==> config.mk <==
export PLATFORM = sky130hd
export DESIGN_NAME = io_window_decoder
export DESIGN_NICKNAME = d
export VERILOG_FILES = /design/src/rtl/io_dec_pkg.sv /design/src/rtl/io_win_regs.sv /design/src/rtl/io_window_decoder.sv
export SDC_FILE = /design/constraint.sdc
export NUM_CORES = 1
export LEC_CHECK = 0
export CAP_MARGIN = 20
export CORE_MARGIN = 3
export CORE_UTILIZATION = 40
export CTS_BUF_LIST = sky130_fd_sc_hd__clkbuf_4 sky130_fd_sc_hd__clkbuf_8
export DETAILED_ROUTE_END_ITERATION = 16
export DONT_BUFFER_PORTS = 1
export GPL_TIMING_DRIVEN = 0
export HOLD_SLACK_MARGIN = 0.15
export SYNTH_ARGS = -nofsm -noshare
export SYNTH_HDL_FRONTEND = slang
export SYNTH_SLANG_ARGS = --single-unit
==> constraint.sdc <==
create_clock -name clk -period 3 [get_ports clk]
set_clock_uncertainty 0.1 [all_clocks]
set_input_delay 0.6 -clock clk [delete_from_list [all_inputs] [get_ports clk]]
set_output_delay 0.6 -clock clk [all_outputs]
set_load 0.005 [all_outputs]
==> src/rtl/io_dec_pkg.sv <==
// io_dec_pkg: shared register offsets, status bits, op bits and FSM encoding for the I/O window decoder
package io_dec_pkg;
    localparam logic [2:0] OFF_BASE_LO = 3'd0;
    localparam logic [2:0] OFF_BASE_HI = 3'd1;
    localparam logic [2:0] OFF_MASK_LO = 3'd2;
    localparam logic [2:0] OFF_MASK_HI = 3'd3;
    localparam logic [2:0] OFF_SLOT    = 3'd4;
    localparam logic [2:0] OFF_OP      = 3'd5;
    localparam logic [2:0] OFF_WAIT    = 3'd6;
    localparam logic [7:0] ADDR_STATUS = 8'h80;
    localparam logic [7:0] ADDR_ERR_LO = 8'h81;
    localparam logic [7:0] ADDR_ERR_HI = 8'h82;
    localparam int STAT_TIMEOUT   = 0;
    localparam int STAT_UNCLAIMED = 1;
    localparam int OP_RD = 0;
    localparam int OP_WR = 1;
    typedef enum logic [1:0] {
        ST_IDLE = 2'd0,
        ST_WAIT = 2'd1,
        ST_DONE = 2'd2
    } state_t;
endpackage

==> src/rtl/io_win_regs.sv <==
// io_win_regs: window register file, status/err_addr registers and combinational config readback
module io_win_regs #(
    parameter int ADDR_W  = 8,
    parameter int NUM_WIN = 4,
    parameter int WAIT_W  = 4
) (
    input  logic                        clk,
    input  logic                        rst_n,
    input  logic                        cfg_we,
    input  logic [7:0]                  cfg_addr,
    input  logic [7:0]                  cfg_wdata,
    output logic [7:0]                  cfg_rdata,
    output logic [NUM_WIN*ADDR_W-1:0]   base_flat,
    output logic [NUM_WIN*ADDR_W-1:0]   mask_flat,
    output logic [NUM_WIN*3-1:0]        slot_flat,
    output logic [NUM_WIN*2-1:0]        op_flat,
    output logic [NUM_WIN*WAIT_W-1:0]   wait_flat,
    input  logic [1:0]                  stat_set,
    input  logic [ADDR_W-1:0]           err_in
);
    import io_dec_pkg::*;

    // address bits above ADDR_W are never stored, so hi bytes read back 0 on narrow buses
    localparam logic [15:0] AMSK = 16'((17'd1 << ADDR_W) - 17'd1);

    logic [15:0]       base_r [NUM_WIN];
    logic [15:0]       mask_r [NUM_WIN];
    logic [2:0]        slot_r [NUM_WIN];
    logic [1:0]        op_r   [NUM_WIN];
    logic [WAIT_W-1:0] wait_r [NUM_WIN];
    logic [1:0]        status;
    logic [15:0]       err_r;
    logic              wsel;
    logic [1:0]        clr;

    assign wsel = !cfg_addr[7] && ({1'b0, cfg_addr[6:3]} < 5'(NUM_WIN));
    assign clr  = (cfg_we && cfg_addr == ADDR_STATUS) ? cfg_wdata[1:0] : 2'b00;

    genvar g;
    for (g = 0; g < NUM_WIN; g++) begin : g_flat
        assign base_flat[g*ADDR_W +: ADDR_W] = base_r[g][ADDR_W-1:0];
        assign mask_flat[g*ADDR_W +: ADDR_W] = mask_r[g][ADDR_W-1:0];
        assign slot_flat[g*3 +: 3]           = slot_r[g];
        assign op_flat[g*2 +: 2]             = op_r[g];
        assign wait_flat[g*WAIT_W +: WAIT_W] = wait_r[g];
    end

    // window register writes, byte addressed with stride 8
    always_ff @(posedge clk or negedge rst_n) begin
        if (!rst_n) begin
            for (int i = 0; i < NUM_WIN; i++) begin
                base_r[i] <= '0;
                mask_r[i] <= '0;
                slot_r[i] <= '0;
                op_r[i]   <= '0;
                wait_r[i] <= '0;
            end
        end else if (cfg_we && wsel) begin
            for (int i = 0; i < NUM_WIN; i++) begin
                if (cfg_addr[6:3] == 4'(i)) begin
                    case (cfg_addr[2:0])
                        OFF_BASE_LO: base_r[i] <= {base_r[i][15:8], cfg_wdata} & AMSK;
                        OFF_BASE_HI: base_r[i] <= {cfg_wdata, base_r[i][7:0]} & AMSK;
                        OFF_MASK_LO: mask_r[i] <= {mask_r[i][15:8], cfg_wdata} & AMSK;
                        OFF_MASK_HI: mask_r[i] <= {cfg_wdata, mask_r[i][7:0]} & AMSK;
                        OFF_SLOT:    slot_r[i] <= cfg_wdata[2:0];
                        OFF_OP:      op_r[i]   <= cfg_wdata[1:0];
                        OFF_WAIT:    wait_r[i] <= cfg_wdata[WAIT_W-1:0];
                        default: ;
                    endcase
                end
            end
        end
    end

    // sticky status with write-one-to-clear; a hardware set on the same edge beats the clear
    always_ff @(posedge clk or negedge rst_n) begin
        if (!rst_n) begin
            status <= '0;
            err_r  <= '0;
        end else begin
            status <= (status & ~clr) | stat_set;
            if (|stat_set) err_r <= 16'(err_in);
        end
    end

    // combinational readback; anything unmapped returns 0
    always_comb begin
        cfg_rdata = 8'h00;
        for (int i = 0; i < NUM_WIN; i++) begin
            if (wsel && cfg_addr[6:3] == 4'(i)) begin
                case (cfg_addr[2:0])
                    OFF_BASE_LO: cfg_rdata = base_r[i][7:0];
                    OFF_BASE_HI: cfg_rdata = base_r[i][15:8];
                    OFF_MASK_LO: cfg_rdata = mask_r[i][7:0];
                    OFF_MASK_HI: cfg_rdata = mask_r[i][15:8];
                    OFF_SLOT:    cfg_rdata = {5'b0, slot_r[i]};
                    OFF_OP:      cfg_rdata = {6'b0, op_r[i]};
                    OFF_WAIT:    cfg_rdata = 8'(wait_r[i]);
                    default:     cfg_rdata = 8'h00;
                endcase
            end
        end
        if (cfg_addr == ADDR_STATUS) cfg_rdata = {6'b0, status};
        if (cfg_addr == ADDR_ERR_LO) cfg_rdata = err_r[7:0];
        if (cfg_addr == ADDR_ERR_HI) cfg_rdata = err_r[15:8];
    end
endmodule

==> src/rtl/io_window_decoder.sv <==
// io_window_decoder: priority window decode of CPU I/O cycles onto slot selects with wait/timeout control
module io_window_decoder #(
    parameter int ADDR_W      = 8,
    parameter int NUM_WIN     = 4,
    parameter int NUM_SLOTS   = 5,
    parameter int WAIT_W      = 4,
    parameter int TIMEOUT_CYC = 64
) (
    input  logic                 clk,
    input  logic                 rst_n,
    input  logic [ADDR_W-1:0]    addr,
    input  logic                 iorq_n,
    input  logic                 r_w_,
    input  logic [NUM_SLOTS-1:0] dev_rdy,
    input  logic                 irq_int_active,
    input  logic [2:0]           irq_int_slot,
    input  logic                 irq_vec_cycle,
    input  logic                 cfg_we,
    input  logic [7:0]           cfg_addr,
    input  logic [7:0]           cfg_wdata,
    output logic [7:0]           cfg_rdata,
    output logic [NUM_SLOTS-1:0] cs_n,
    output logic                 ready_n,
    output logic                 io_r_w_,
    output logic                 data_oe_n,
    output logic                 data_dir,
    output logic                 win_valid,
    output logic [3:0]           win_index,
    output logic [2:0]           sel_slot,
    output logic                 bus_err
);
    import io_dec_pkg::*;

    localparam int TW = $clog2(TIMEOUT_CYC);
    localparam logic [TW-1:0] TMAX = TW'(TIMEOUT_CYC - 1);

    logic [NUM_WIN*ADDR_W-1:0] base_flat, mask_flat;
    logic [NUM_WIN*3-1:0]      slot_flat;
    logic [NUM_WIN*2-1:0]      op_flat;
    logic [NUM_WIN*WAIT_W-1:0] wait_flat;
    logic [NUM_WIN-1:0]        hit;
    logic                      m_valid;
    logic [3:0]                m_idx;
    logic [2:0]                m_slot;
    logic [WAIT_W-1:0]         m_wait;
    logic                      vec;
    state_t                    state, state_nx;
    logic                      lat_act, lat_valid, lat_rw;
    logic [3:0]                lat_idx;
    logic [2:0]                lat_slot;
    logic [WAIT_W-1:0]         cnt;
    logic [TW-1:0]             tcnt;
    logic [ADDR_W-1:0]         lat_addr;
    logic [NUM_SLOTS-1:0]      sel;
    logic                      rdy, ev_to, ev_un;
    logic [1:0]                stat_set;

    io_win_regs #(.ADDR_W(ADDR_W), .NUM_WIN(NUM_WIN), .WAIT_W(WAIT_W)) u_regs (
        .clk(clk), .rst_n(rst_n), .cfg_we(cfg_we), .cfg_addr(cfg_addr), .cfg_wdata(cfg_wdata),
        .cfg_rdata(cfg_rdata), .base_flat(base_flat), .mask_flat(mask_flat), .slot_flat(slot_flat),
        .op_flat(op_flat), .wait_flat(wait_flat), .stat_set(stat_set), .err_in(lat_addr)
    );

    assign vec  = irq_vec_cycle & irq_int_active;
    assign sel  = {{(NUM_SLOTS-1){1'b0}}, 1'b1} << lat_slot;
    assign rdy  = |(dev_rdy & sel);
    assign stat_set[STAT_TIMEOUT]   = ev_to;
    assign stat_set[STAT_UNCLAIMED] = ev_un;

    // per-window match: masked address compare, direction enabled, slot in range
    always_comb begin
        hit = '0;
        for (int i = 0; i < NUM_WIN; i++)
            hit[i] = (((addr ^ base_flat[i*ADDR_W +: ADDR_W]) & mask_flat[i*ADDR_W +: ADDR_W]) == '0)
                  && (r_w_ ? op_flat[i*2+OP_RD] : op_flat[i*2+OP_WR])
                  && ({1'b0, slot_flat[i*3 +: 3]} < 4'(NUM_SLOTS));
    end

    // lowest-index hit wins
    always_comb begin
        m_valid = 1'b0;
        m_idx   = '0;
        m_slot  = '0;
        m_wait  = '0;
        for (int i = NUM_WIN - 1; i >= 0; i--) begin
            if (hit[i]) begin
                m_valid = 1'b1;
                m_idx   = 4'(i);
                m_slot  = slot_flat[i*3 +: 3];
                m_wait  = wait_flat[i*WAIT_W +: WAIT_W];
            end
        end
    end

    // cycle sequencing: abort beats everything, unclaimed ends at once, then ready, then timeout
    always_comb begin
        state_nx = state;
        ev_to    = 1'b0;
        ev_un    = 1'b0;
        case (state)
            ST_IDLE: if (!iorq_n) state_nx = ST_WAIT;
            ST_WAIT: begin
                if (iorq_n) state_nx = ST_IDLE;
                else if (!lat_act) begin
                    state_nx = ST_DONE;
                    ev_un    = 1'b1;
                end else if (cnt == '0 && rdy) state_nx = ST_DONE;
                else if (tcnt == TMAX) begin
                    state_nx = ST_DONE;
                    ev_to    = 1'b1;
                end
            end
            ST_DONE: if (iorq_n) state_nx = ST_IDLE;
            default: state_nx = ST_IDLE;
        endcase
    end

    // state register, cycle latch at entry, wait/timeout counters; latches clear on return to idle
    always_ff @(posedge clk or negedge rst_n) begin
        if (!rst_n) begin
            state     <= ST_IDLE;
            lat_act   <= 1'b0;
            lat_valid <= 1'b0;
            lat_rw    <= 1'b1;
            lat_idx   <= '0;
            lat_slot  <= '0;
            cnt       <= '0;
            tcnt      <= '0;
            lat_addr  <= '0;
            bus_err   <= 1'b0;
        end else begin
            state   <= state_nx;
            bus_err <= ev_to;
            if (state == ST_IDLE && !iorq_n) begin
                lat_act   <= vec | m_valid;
                lat_valid <= !vec && m_valid;
                lat_idx   <= vec ? 4'd0 : m_idx;
                lat_slot  <= vec ? irq_int_slot : m_slot;
                lat_rw    <= r_w_;
                cnt       <= vec ? '0 : m_wait;
                tcnt      <= '0;
                lat_addr  <= addr;
            end else if (state_nx == ST_IDLE) begin
                lat_act   <= 1'b0;
                lat_valid <= 1'b0;
                lat_rw    <= 1'b1;
                lat_idx   <= '0;
                lat_slot  <= '0;
                cnt       <= '0;
                tcnt      <= '0;
            end else if (state == ST_WAIT) begin
                if (cnt != '0) cnt <= cnt - 1'b1;
                tcnt <= tcnt + 1'b1;
            end
        end
    end

    assign cs_n      = lat_act ? ~sel : '1;
    assign data_oe_n = !lat_act;
    assign ready_n   = state != ST_WAIT;
    assign io_r_w_   = lat_rw;
    assign data_dir  = (state != ST_IDLE) & lat_rw;
    assign win_valid = lat_valid;
    assign win_index = lat_idx;
    assign sel_slot  = lat_slot;
endmodule
==> results.py <==
metrics = {
    "global_routing": {
        "track_usage": 0.235,
        "overflow": 0,
        "grt_max_degree": 140,
        "grt_pass1_vias": 6089,
        "grt_antenna_before_repair": 0,
        "grt_pass1_wl_mm": 36.2,
    },
    "cells_and_area": {
        "final_common_cell": "dfrtp_1",
        "fin_area_sq_um": 8310,
        "drive_above_1_share": 0.259,
        "final_core_util": 0.455,
        "area_growth_pct": 9.97,
        "layout_common_cells": "dfrtp_1, mux2_2, nand2_1, nor2_1, xor2_1",
        "num_antenna_cells": 0,
        "layoutNonFillerInstCount": 956,
        "nNetsFinal": 756,
    },
    "placement": {
        "placedCellCount": 925,
        "dp_slack_ns": -0.217,
        "portBuffers": 0,
        "post_dp_cell_area_sq_um": 7850,
        "dp_hpwl_mm": 17.7,
        "place.gp.congestion": 0.942,
    },
    "clock_network": {
        "tritoncts": "built",
        "clk_latency_ns": 0.45,
        "clock-root-buffer": "clkbuf_8",
        "cts_max_level": 4,
        "cts_setup_buffers": 0,
        "cts_made_buffers": 17,
        "clockBufferDepth": 2,
        "clock_sinks": 139,
        "clk_pin_slew_worst_paths_ns": 0.08,
    },
    "min_path": {
        "hp-class": "in -> async",
    },
    "sta": {
        "worstMarginPinSlew_ns": 0.834,
        "setup_ws_ns": 0.00947,
        "finalMaxSlewViolations": 0,
        "hold_viol": 139,
        "grt_setup_unrepaired": "yes",
        "tns_ns": 0,
        "setup_violations": 0,
        "finalCriticalPeriod_ns": 2.99,
        "hold_slack_ns": -0.262,
        "fmaxAchievable_ghz": 0.334,
        "slew_headroom": 0.440,
        "finalCritPeriodShare": 0.997,
    },
    "yosys": {
        "synth_flop_cell": "dfrtp_1",
        "synth_warnings": 0,
        "async_reset_ff_frac": 1.00,
        "synth.avg_cell_area_sq_um": 10.9,
        "netlist_instances": 695,
        "synth_top_area_frac": 0.457,
        "synth.top_cells.by_area": "dfrtp_1, mux2_2, xor2_1, nand2_1, a22oi_1",
        "synth_area_sq_um": 7560,
        "synthDistinctLibCells": 68,
        "synth-seq-area-share": 0.460,
        "synth_edf_count": 0,
        "ys_ff_latch": 139,
        "yosysTopAreaCell": "dfrtp_1",
    },
    "drt": {
        "vias": 5890,
        "wl_mm": 23.3,
        "vias_per_cell": 6.16,
        "first_iter_violations": 615,
        "wl_per_cell_um": 24.4,
        "antenna_left": 0,
        "firstDrtPassIters": 5,
        "drcViolationCount": 0,
    },
    "die": {
        "die_w_um": 143,
        "chipHeight_um": 143,
        "pin_count": 65,
        "start_util": 0.414,
        "dieArea_sq_um": 20600,
        "fp-row-count": 49,
        "core_area_sq_um": 18300,
    },
    "power_and_ir_drop": {
        "powerDensity_nw_per_um2": 535,
        "total_power_mw": 4.44,
        "p_int_mw": 3.16,
        "pwr-share-comb": 0.144,
        "power.leakage_nw": 3.73,
        "switchingPower_mw": 1.29,
        "p_sw_frac": 0.290,
        "power.share.clock": 0.351,
        "vdd_drop_max_mv": 0.250,
        "p_seq_frac": 0.505,
    },
    "critical_path": {
        "crit_required_ns": 2.30,
        "timing.critical_path.depth": 7,
        "crit_path_cell_trace": "clkbuf_2 > nor4_2 > nand2_1 > or2_2 > o32ai_1 > a21oi_1 > a21oi_2",
        "startpoint": "cfg_addr[3]",
        "r2r.worst_path.cells": 6,
        "cp_num_buf_inv": 1,
        "reg2reg_from": "u_regs.base_flat[11]$_DFFE_PN0P_",
        "critPathArrivalTime_ns": 2.29,
        "reg2reg_to": "cnt[2]$_DFFE_PN0P_",
        "cp_max_fo": 10,
        "path_delay_family": "simple AND/OR/NAND/NOR gates",
        "critPathSlowestCell": "or2_2",
        "start_kind": "input port",
        "critPathCaptureType": "primary output",
        "endpoint": "cfg_rdata[1]",
        "r2r_slack_ns": 0.48,
        "crit_type": "in -> out",
        "critPathMaxStageDelay_ns": 0.36,
    },
    "status": {
        "violations": "negative hold slack",
        "status": "finished, violations left",
    },
    "flow_run": {
        "drv_cap": 0,
    },
}
[flip-flops by register name, indices dropped and copies added, names as in the netlist]
signal	flops
u_regs.base_flat	32
u_regs.mask_flat	32
u_regs.slot_flat	12
state	2
u_regs.status	2
u_regs.op_flat	8
u_regs.err_r	8
win_valid	1
u_regs.wait_flat	16
io_r_w_	1
lat_act	1
win_index	2
cnt	4
bus_err	1
lat_addr	8
tcnt	6
sel_slot	3
[synth_stat cells (3+ instances only)]
cell type,instances
a211oi_1,6
a21o_1,3
a21oi_1,24
a221oi_1,4
a22o_1,7
a22oi_1,25
a32o_1,3
a41oi_1,3
and2_1,5
and3_1,7
and4_1,4
buf_2,12
clkbuf_1,23
dfrtp_1,138
inv_1,7
mux2_2,108
mux2i_1,16
mux4_2,6
nand2_1,66
nand3_1,17
nand3b_1,5
nand4_1,7
nor2_1,45
nor2_2,4
nor2b_1,4
nor3_1,11
o211ai_1,16
o21a_1,5
o21ai_0,13
o22ai_1,9
o31ai_1,5
o32a_1,3
or3_1,3
xor2_1,35
[area by class of cell]
| type | instances | area, sq um |
|---|---|---|
| inverters | 8 | 30.0 |
| multi-input cells | 509 | 3920 |
| flip-flops and latches | 139 | 3480 |
| clock buffers | 21 | 289 |
| well taps | 229 | 287 |
| clock inverters | 10 | 115 |
| plain buffers | 40 | 190 |
| fillers | 1744 | 9960 |
[cells by family (layout without fill, tap and decap cells)]
family,after synthesis,count (layout),share of synthesized area
other,1,2,0.000496
adders and majority gates,2,2,0.00331
AOI/OAI and AO/OA,148,148,0.143
and+or+nand+nor,189,189,0.120
xor gates and xnor gates,37,37,0.0429
DFF,139,139,0.460
muxes,131,131,0.202
buffers and inverters,48,79,0.0280
[per-layer routing]
layer  up-vias  GRT usage  part of all wire
li1       2612          -                 -
met1      2967      0.326              0.43
met2       266      0.368              0.45
met3        45     0.0636             0.091
met4         0     0.0590             0.021
met5         -          0                 0
[worst min path at each step]
stage | to | slack, ns | cells after the start
2_1_floorplan | bus_err$_DFF_PN0_ | 0.20 | 0
3_3_place_gp | u_regs.base_flat[28]$_DFFE_PN0P_ | 0.21 | 0
3_5_place_dp | u_regs.base_flat[28]$_DFFE_PN0P_ | 0.21 | 0
4_1_cts | u_regs.base_flat[15]$_DFFE_PN0P_ | -0.29 | 0
5_1_grt | u_regs.base_flat[28]$_DFFE_PN0P_ | -0.30 | 0
6_report | u_regs.base_flat[15]$_DFFE_PN0P_ | -0.26 | 0
[repair_timing]
item / CTS / global route
resized for setup: 10 / 5
setup endpoints to repair: 8 / 7
endpoints found under the hold margin: 139 / 139
[power by group through the flow]
stage | registers (mW) | logic (mW) | clock network, mW
floorplan | 2.18 | 0.490 | 0
global placement | 2.26 | 0.614 | 0
detailed placement | 2.27 | 0.627 | 0
CTS | 2.24 | 0.634 | 1.59
global route | 2.26 | 0.698 | 1.69
finish | 2.24 | 0.639 | 1.56
Note: power is estimated with default switching activity, not from simulation.
